<file path="config.mk">
export PLATFORM = sky130hd
export DESIGN_NAME = unidad_control_multiciclo
export DESIGN_NICKNAME = d
export VERILOG_FILES = /design/src/rtl/unidad_control_multiciclo.sv
export SDC_FILE = /design/constraint.sdc
export NUM_CORES = 1
export LEC_CHECK = 0
export CORE_ASPECT_RATIO = 1.25
export CORE_MARGIN = 4
export CORE_UTILIZATION = 35
export CTS_BUF_LIST = sky130_fd_sc_hd__clkbuf_16
export CTS_CLUSTER_DIAMETER = 80
export CTS_CLUSTER_SIZE = 20
export DETAILED_ROUTE_END_ITERATION = 10
export DONT_BUFFER_PORTS = 1
export GPL_TIMING_DRIVEN = 0
export PLACE_DENSITY_LB_ADDON = 0.15
export SYNTH_ARGS = -nofsm -noshare
export SYNTH_HDL_FRONTEND = slang
export SYNTH_SLANG_ARGS = --single-unit
</file>
<file path="constraint.sdc">
create_clock -name clk -period 2.48 [get_ports clk]
set_clock_uncertainty 0.2 [all_clocks]
set_input_delay 0.62 -clock clk [delete_from_list [all_inputs] [get_ports clk]]
set_output_delay 0.62 -clock clk [all_outputs]
set_load 0.1 [all_outputs]
</file>
<file path="src/rtl/unidad_control_multiciclo.sv">
// unidad_control_multiciclo: multicycle main control FSM for the 32-bit datapath.
// Drives register-bank write strobes, ALU/PC steering and the memory handshake.
// Optional feature macro: CTRL_ADDI_EN builds the addi path (ADDIEX/ADDIWB);
// without it, opcode 001000 is treated as illegal.
//
//  state   | meaning
//  --------+-----------------------------------------------
//  FETCH   | instruction read, PC+4; waits for MemListo
//  DECODE  | register read, branch target precompute
//  MEMADR  | effective address for lw/sw
//  MEMRD   | data read; waits for MemListo
//  MEMWB   | load result to rt
//  MEMWR   | data write; waits for MemListo
//  EXECUTE | R-type ALU operation
//  ALUWB   | R-type result to rd
//  BRANCH  | beq compare and conditional PC load
//  ADDIEX  | addi ALU operation (CTRL_ADDI_EN only)
//  ADDIWB  | addi result to rt (CTRL_ADDI_EN only)
//  JUMP    | jump target to PC
//  ILEGAL  | illegal opcode exception pulse
module unidad_control_multiciclo (
    input  logic       clk,
    input  logic       rst,
    input  logic [5:0] Op,
    input  logic       MemListo,
    output logic       IorD,
    output logic       MemWrite,
    output logic       IRWrite,
    output logic       PCWrite,
    output logic       Branch,
    output logic [1:0] PCSrc,
    output logic [1:0] ALUOp,
    output logic       ALUSrcA,
    output logic [1:0] ALUSrcB,
    output logic       RegWrite,
    output logic       RegDst,
    output logic       MemtoReg,
    output logic       Excepcion,
    output logic [3:0] Estado
);

    typedef enum logic [3:0] {
        FETCH   = 4'd0,
        DECODE  = 4'd1,
        MEMADR  = 4'd2,
        MEMRD   = 4'd3,
        MEMWB   = 4'd4,
        MEMWR   = 4'd5,
        EXECUTE = 4'd6,
        ALUWB   = 4'd7,
        BRANCH  = 4'd8,
        ADDIEX  = 4'd9,
        ADDIWB  = 4'd10,
        JUMP    = 4'd11,
        ILEGAL  = 4'd12
    } state_t;

    localparam logic [5:0] OP_RTYPE = 6'b000000;
    localparam logic [5:0] OP_LW    = 6'b100011;
    localparam logic [5:0] OP_SW    = 6'b101011;
    localparam logic [5:0] OP_BEQ   = 6'b000100;
    localparam logic [5:0] OP_J     = 6'b000010;
`ifdef CTRL_ADDI_EN
    localparam logic [5:0] OP_ADDI  = 6'b001000;
`endif

    // Output bundle order:
    // {iord, memwrite, pcwrite_u, branch, pcsrc[1:0], aluop[1:0], alusrca,
    //  alusrcb[1:0], regwrite, regdst, memtoreg, excepcion, en_fetch}
    // en_fetch enables the MemListo-gated IRWrite/PCWrite terms of FETCH.
    localparam logic [15:0] OUT_FETCH = 16'b0_0_0_0_00_00_0_01_0_0_0_0_1;

    state_t      estado;
    state_t      estado_sig;
    logic [15:0] salidas_q;

    function automatic logic [15:0] decodifica(input state_t s);
        logic [15:0] v;
        v = 16'b0;
        case (s)
            FETCH:   v = OUT_FETCH;
            DECODE:  v = 16'b0_0_0_0_00_00_0_11_0_0_0_0_0;
            MEMADR:  v = 16'b0_0_0_0_00_00_1_10_0_0_0_0_0;
            MEMRD:   v = 16'b1_0_0_0_00_00_0_00_0_0_0_0_0;
            MEMWB:   v = 16'b0_0_0_0_00_00_0_00_1_0_1_0_0;
            MEMWR:   v = 16'b1_1_0_0_00_00_0_00_0_0_0_0_0;
            EXECUTE: v = 16'b0_0_0_0_00_10_1_00_0_0_0_0_0;
            ALUWB:   v = 16'b0_0_0_0_00_00_0_00_1_1_0_0_0;
            BRANCH:  v = 16'b0_0_0_1_01_01_1_00_0_0_0_0_0;
`ifdef CTRL_ADDI_EN
            ADDIEX:  v = 16'b0_0_0_0_00_00_1_10_0_0_0_0_0;
            ADDIWB:  v = 16'b0_0_0_0_00_00_0_00_1_0_0_0_0;
`endif
            JUMP:    v = 16'b0_0_1_0_10_00_0_00_0_0_0_0_0;
            ILEGAL:  v = 16'b0_0_0_0_00_00_0_00_0_0_0_1_0;
            default: v = OUT_FETCH;
        endcase
        return v;
    endfunction

    // Next-state selection; Op only matters in DECODE and MEMADR.
    always_comb begin
        estado_sig = FETCH;
        case (estado)
            FETCH:   estado_sig = MemListo ? DECODE : FETCH;
            DECODE: begin
                case (Op)
                    OP_RTYPE:     estado_sig = EXECUTE;
                    OP_LW, OP_SW: estado_sig = MEMADR;
                    OP_BEQ:       estado_sig = BRANCH;
`ifdef CTRL_ADDI_EN
                    OP_ADDI:      estado_sig = ADDIEX;
`endif
                    OP_J:         estado_sig = JUMP;
                    default:      estado_sig = ILEGAL;
                endcase
            end
            MEMADR:  estado_sig = (Op == OP_LW) ? MEMRD : MEMWR;
            MEMRD:   estado_sig = MemListo ? MEMWB : MEMRD;
            MEMWB:   estado_sig = FETCH;
            MEMWR:   estado_sig = MemListo ? FETCH : MEMWR;
            EXECUTE: estado_sig = ALUWB;
            ALUWB:   estado_sig = FETCH;
            BRANCH:  estado_sig = FETCH;
`ifdef CTRL_ADDI_EN
            ADDIEX:  estado_sig = ADDIWB;
            ADDIWB:  estado_sig = FETCH;
`endif
            JUMP:    estado_sig = FETCH;
            ILEGAL:  estado_sig = FETCH;
            default: estado_sig = FETCH;
        endcase
    end

    // State register with outputs registered from the decoded next state,
    // so every Moore output changes exactly on the state edge.
    always_ff @(posedge clk or posedge rst) begin
        if (rst) begin
            estado    <= FETCH;
            salidas_q <= OUT_FETCH;
        end else begin
            estado    <= estado_sig;
            salidas_q <= decodifica(estado_sig);
        end
    end

    logic en_fetch;
    logic pcwrite_u;

    assign IorD      = salidas_q[15];
    assign MemWrite  = salidas_q[14];
    assign pcwrite_u = salidas_q[13];
    assign Branch    = salidas_q[12];
    assign PCSrc     = salidas_q[11:10];
    assign ALUOp     = salidas_q[9:8];
    assign ALUSrcA   = salidas_q[7];
    assign ALUSrcB   = salidas_q[6:5];
    assign RegWrite  = salidas_q[4];
    assign RegDst    = salidas_q[3];
    assign MemtoReg  = salidas_q[2];
    assign Excepcion = salidas_q[1];
    assign en_fetch  = salidas_q[0];
    assign Estado    = estado;

    // The fetch loads happen only in the cycle memory delivers the instruction;
    // rst gating keeps them low even while the reset value selects FETCH.
    assign IRWrite = en_fetch & MemListo & ~rst;
    assign PCWrite = pcwrite_u | (en_fetch & MemListo & ~rst);

endmodule

</file>
==> flow_summary_export.csv <==
group,metric,value,unit
synth,synth_edf_count,0,
clock_network,htreeDepth,1,
routing,routed_wl,2.54,mm
timing,rsz0062_at_grt,"yes",
cells_and_area,final_cells,155,
routing,ant_nets,0,
timing,period_needed,2.72,ns
job,cap_violations,0,
routing,drtIter0Drc,25,
worst_setup_path,crit_type,"reg2reg",
floorplan,die-area,3810,um^2
clock_network,cts_max_path_buffers,2,
synth,ys_ff_latch,17,
clock_network,insertion_delay,0.24,ns
synth,netlist_top_cells_count,"dfrtp_1 (15), nor2_1 (8), buf_4 (7), nand2_1 (6), inv_1 (5)",
floorplan,dieHeight,68.0,um
worst_setup_path,startpoint_type,"flop",
synth,synth_top_area_share,37.2,%
timing,post-route-period-util,110,%
floorplan,pin_count,29,
timing,fmax,368,MHz
cells_and_area,multi_input_area,667,um^2
synth,yosysMostFrequentCell,"dfrtp_1",
routing,vias,831,
timing,relSlewSlack,39.2,%
timing,drv_slew,0,
timing,hold_viol,0,
status,violations,"negative setup slack",
timing,worst_slack,-0.241,ns
cells_and_area,fill_cells,243,
synth,synth_cells,98,
global_routing,grt_overflow_total,0,
worst_setup_path,cp-end-kind,"flop",
clock_network,clk_pin_slew,0.05,ns
routing,firstDrtPassIters,4,
synth,synth-main-ff-cell,"dfrtp_1",
clock_network,cts_tree,"yes",
global_routing,track_usage,13.9,%
floorplan,die-width,56.0,um
global_routing,grtUsageMet3,3.21,%
placement,dpl.hpwl,1.61,mm
clock_network,root_buffer,"clkbuf_16",
worst_setup_path,arrival,2.68,ns
routing,vias_per_cell,5.36,
global_routing,grt.busiest_layer,"met2",
timing,worst_slew_pin_slew,0.912,ns
placement,globalplace.congestion,0.746,
timing,setup_viol,14,
placement,dpl_cell_area,1100,um^2
synth,synth.cell_area,1010,um^2
cells_and_area,layout-drive-gt1-share,61.2,%
hold_path,hp-class,"in2async",
floorplan,core-area,2730,um^2
clock_network,cts_hold_buf,0,
worst_setup_path,regToRegEndpoint,"salidas_q[5]",
synth,ys_warn_count,0,
floorplan,num_rows,21,
global_routing,grt_use_met1,14.5,%
worst_setup_path,crit_end,"salidas_q[5]",
routing,detail_route.wl_per_cell,16.4,um
worst_setup_path,crit_start,"Estado[1]",
synth,avgSynthCellArea,10.3,um^2
worst_setup_path,required,2.44,ns
synth,synth.area.top_cells,"dfrtp_1 (37%), buf_4 (5.2%), dfstp_2 (5.2%)",
synth,ys_types,43,
cells_and_area,final_nets,135,
synth,synth_area_leader_cell,"dfrtp_1",
global_routing,antenna_found_initial,0,
placement,dpl.cell_count,132,
global_routing,grt_pass1_vias,874,
global_routing,met2_usage,26.2,%
worst_setup_path,r2r-start,"Estado[1]",
worst_setup_path,cp_slowest_cell,"dfrtp_4",
placement,port_buffers,0,
worst_setup_path,reg2reg_depth,7,
cells_and_area,seq_area,440,um^2
cells_and_area,syn2layout_area_growth,52.2,%
synth,async_reset_ff_share,100,%
synth,synth_fp_nets,111,
floorplan,start_util,36.9,%
worst_setup_path,cp_max_fo,4,
global_routing,grt_pass1_wl,4.06,mm
cells_and_area,design_area,1540,um^2
worst_setup_path,path_cells,"buf_6 > or4b_4 > nor4_4 > a31oi_4 > ha_4 > a2111oi_4 > o22ai_2",
global_routing,grt_max_degree,18,
clock_network,numCtsBuffers,3,
clock_network,clock_sinks,17,
routing,drc,0,
status,status,"complete, but fails checks",
synth,yosysSeqAreaShare,42.4,%
worst_setup_path,cpPeakStageDelay,0.62,ns
cells_and_area,diodes,0,
worst_setup_path,r2r_slack,-0.24,ns
==> stage by stage <==
step | hold WS, ns | utilization [%] | setup slack (ns) | setup TNS, ns
global placement | 0.438 | 40.2 | -0.461 | -1.87
CTS | 0.111 | 50.0 | -0.269 | -2.54
detailed placement | 0.439 | 40.2 | -0.448 | -1.97
finish | 0.0986 | 56.2 | -0.241 | -1.94
floorplan | 0.353 | - | -0.288 | -0.635
global route | 0.118 | 56.2 | -0.337 | -3.02
==> timing repair <==
action | CTS | global route
endpoints found under the setup margin | 12 | 15
setup buffers | 13 | 8
gates resized for setup | 16 | 27
pin swaps | 5 | 5
==> sequential cells by signal (all words and copies together) (netlist names) <==
name and cells:
salidas_q 13, Estado 4
==> critical path: cells and delay by family, from the launching register on <==
family | cells | cell delay [ns]
AOI/OAI and AO/OA | 3 | 0.49
buffers and inverters | 1 | 0.18
DFF | 1 | 0.62
adders and majority gates | 1 | 0.27
and+or+nand+nor | 2 | 0.88
==> final cells by class <==
class / count / share of cell area, %
Multi-Input combinational cell: 64 / 43.4
Sequential cell: 17 / 28.7
Timing Repair Buffer: 19 / 11.3
Buffer: 11 / 6.60
Clock buffer: 3 / 4.89
Tap cell: 34 / 2.77
Inverter: 6 / 2.04
Clock inverter: 1 / 0.244
==> logic make-up after synthesis <==
family	synth area share, %
AOI/OAI and AO/OA	17.5
xor gates and xnor gates	0.869
adders and majority gates	4.96
buffers and inverters	10.7
DFF	42.4
muxes	0.993
and+or+nand+nor	22.6
==> placed cells by master, fill, tap and decap left out, types with 2 or more instances in the layout <==
cell type,Yosys,final
and3_1,4,3
inv_1,5,5
nand2_1,6,3
a31o_2,2,2
nor4_4,0,2
nor3_1,4,3
nor2b_1,3,2
dfrtp_1,15,11
or3b_2,2,2
clkbuf_16,0,3
dfrtp_4,0,3
buf_6,2,8
ha_4,0,2
nor2_1,8,8
a31oi_4,0,2
buf_4,7,20
nand2_2,0,2
dfstp_2,2,2
==> worst min path at each step <==
stage / slack [ns] / to
global placement: 0.44 / salidas_q[6]
floorplan: 0.35 / Estado[0]
CTS: 0.11 / salidas_q[1]
detailed placement: 0.44 / salidas_q[6]
global route: 0.12 / salidas_q[3]
finish: 0.1 / Estado[3]
==> metal layers <==
layer	vias to the layer above	routed length (um)	share of wire (%)
met1	402	964	38
li1	395	-	-
met5	-	0	0
met2	30	1370	54
met4	0	48	1.9
met3	4	155	6.1
Power is not shown: default switching activity piles up to over one toggle a cycle in this logic, so the estimate is an artifact.
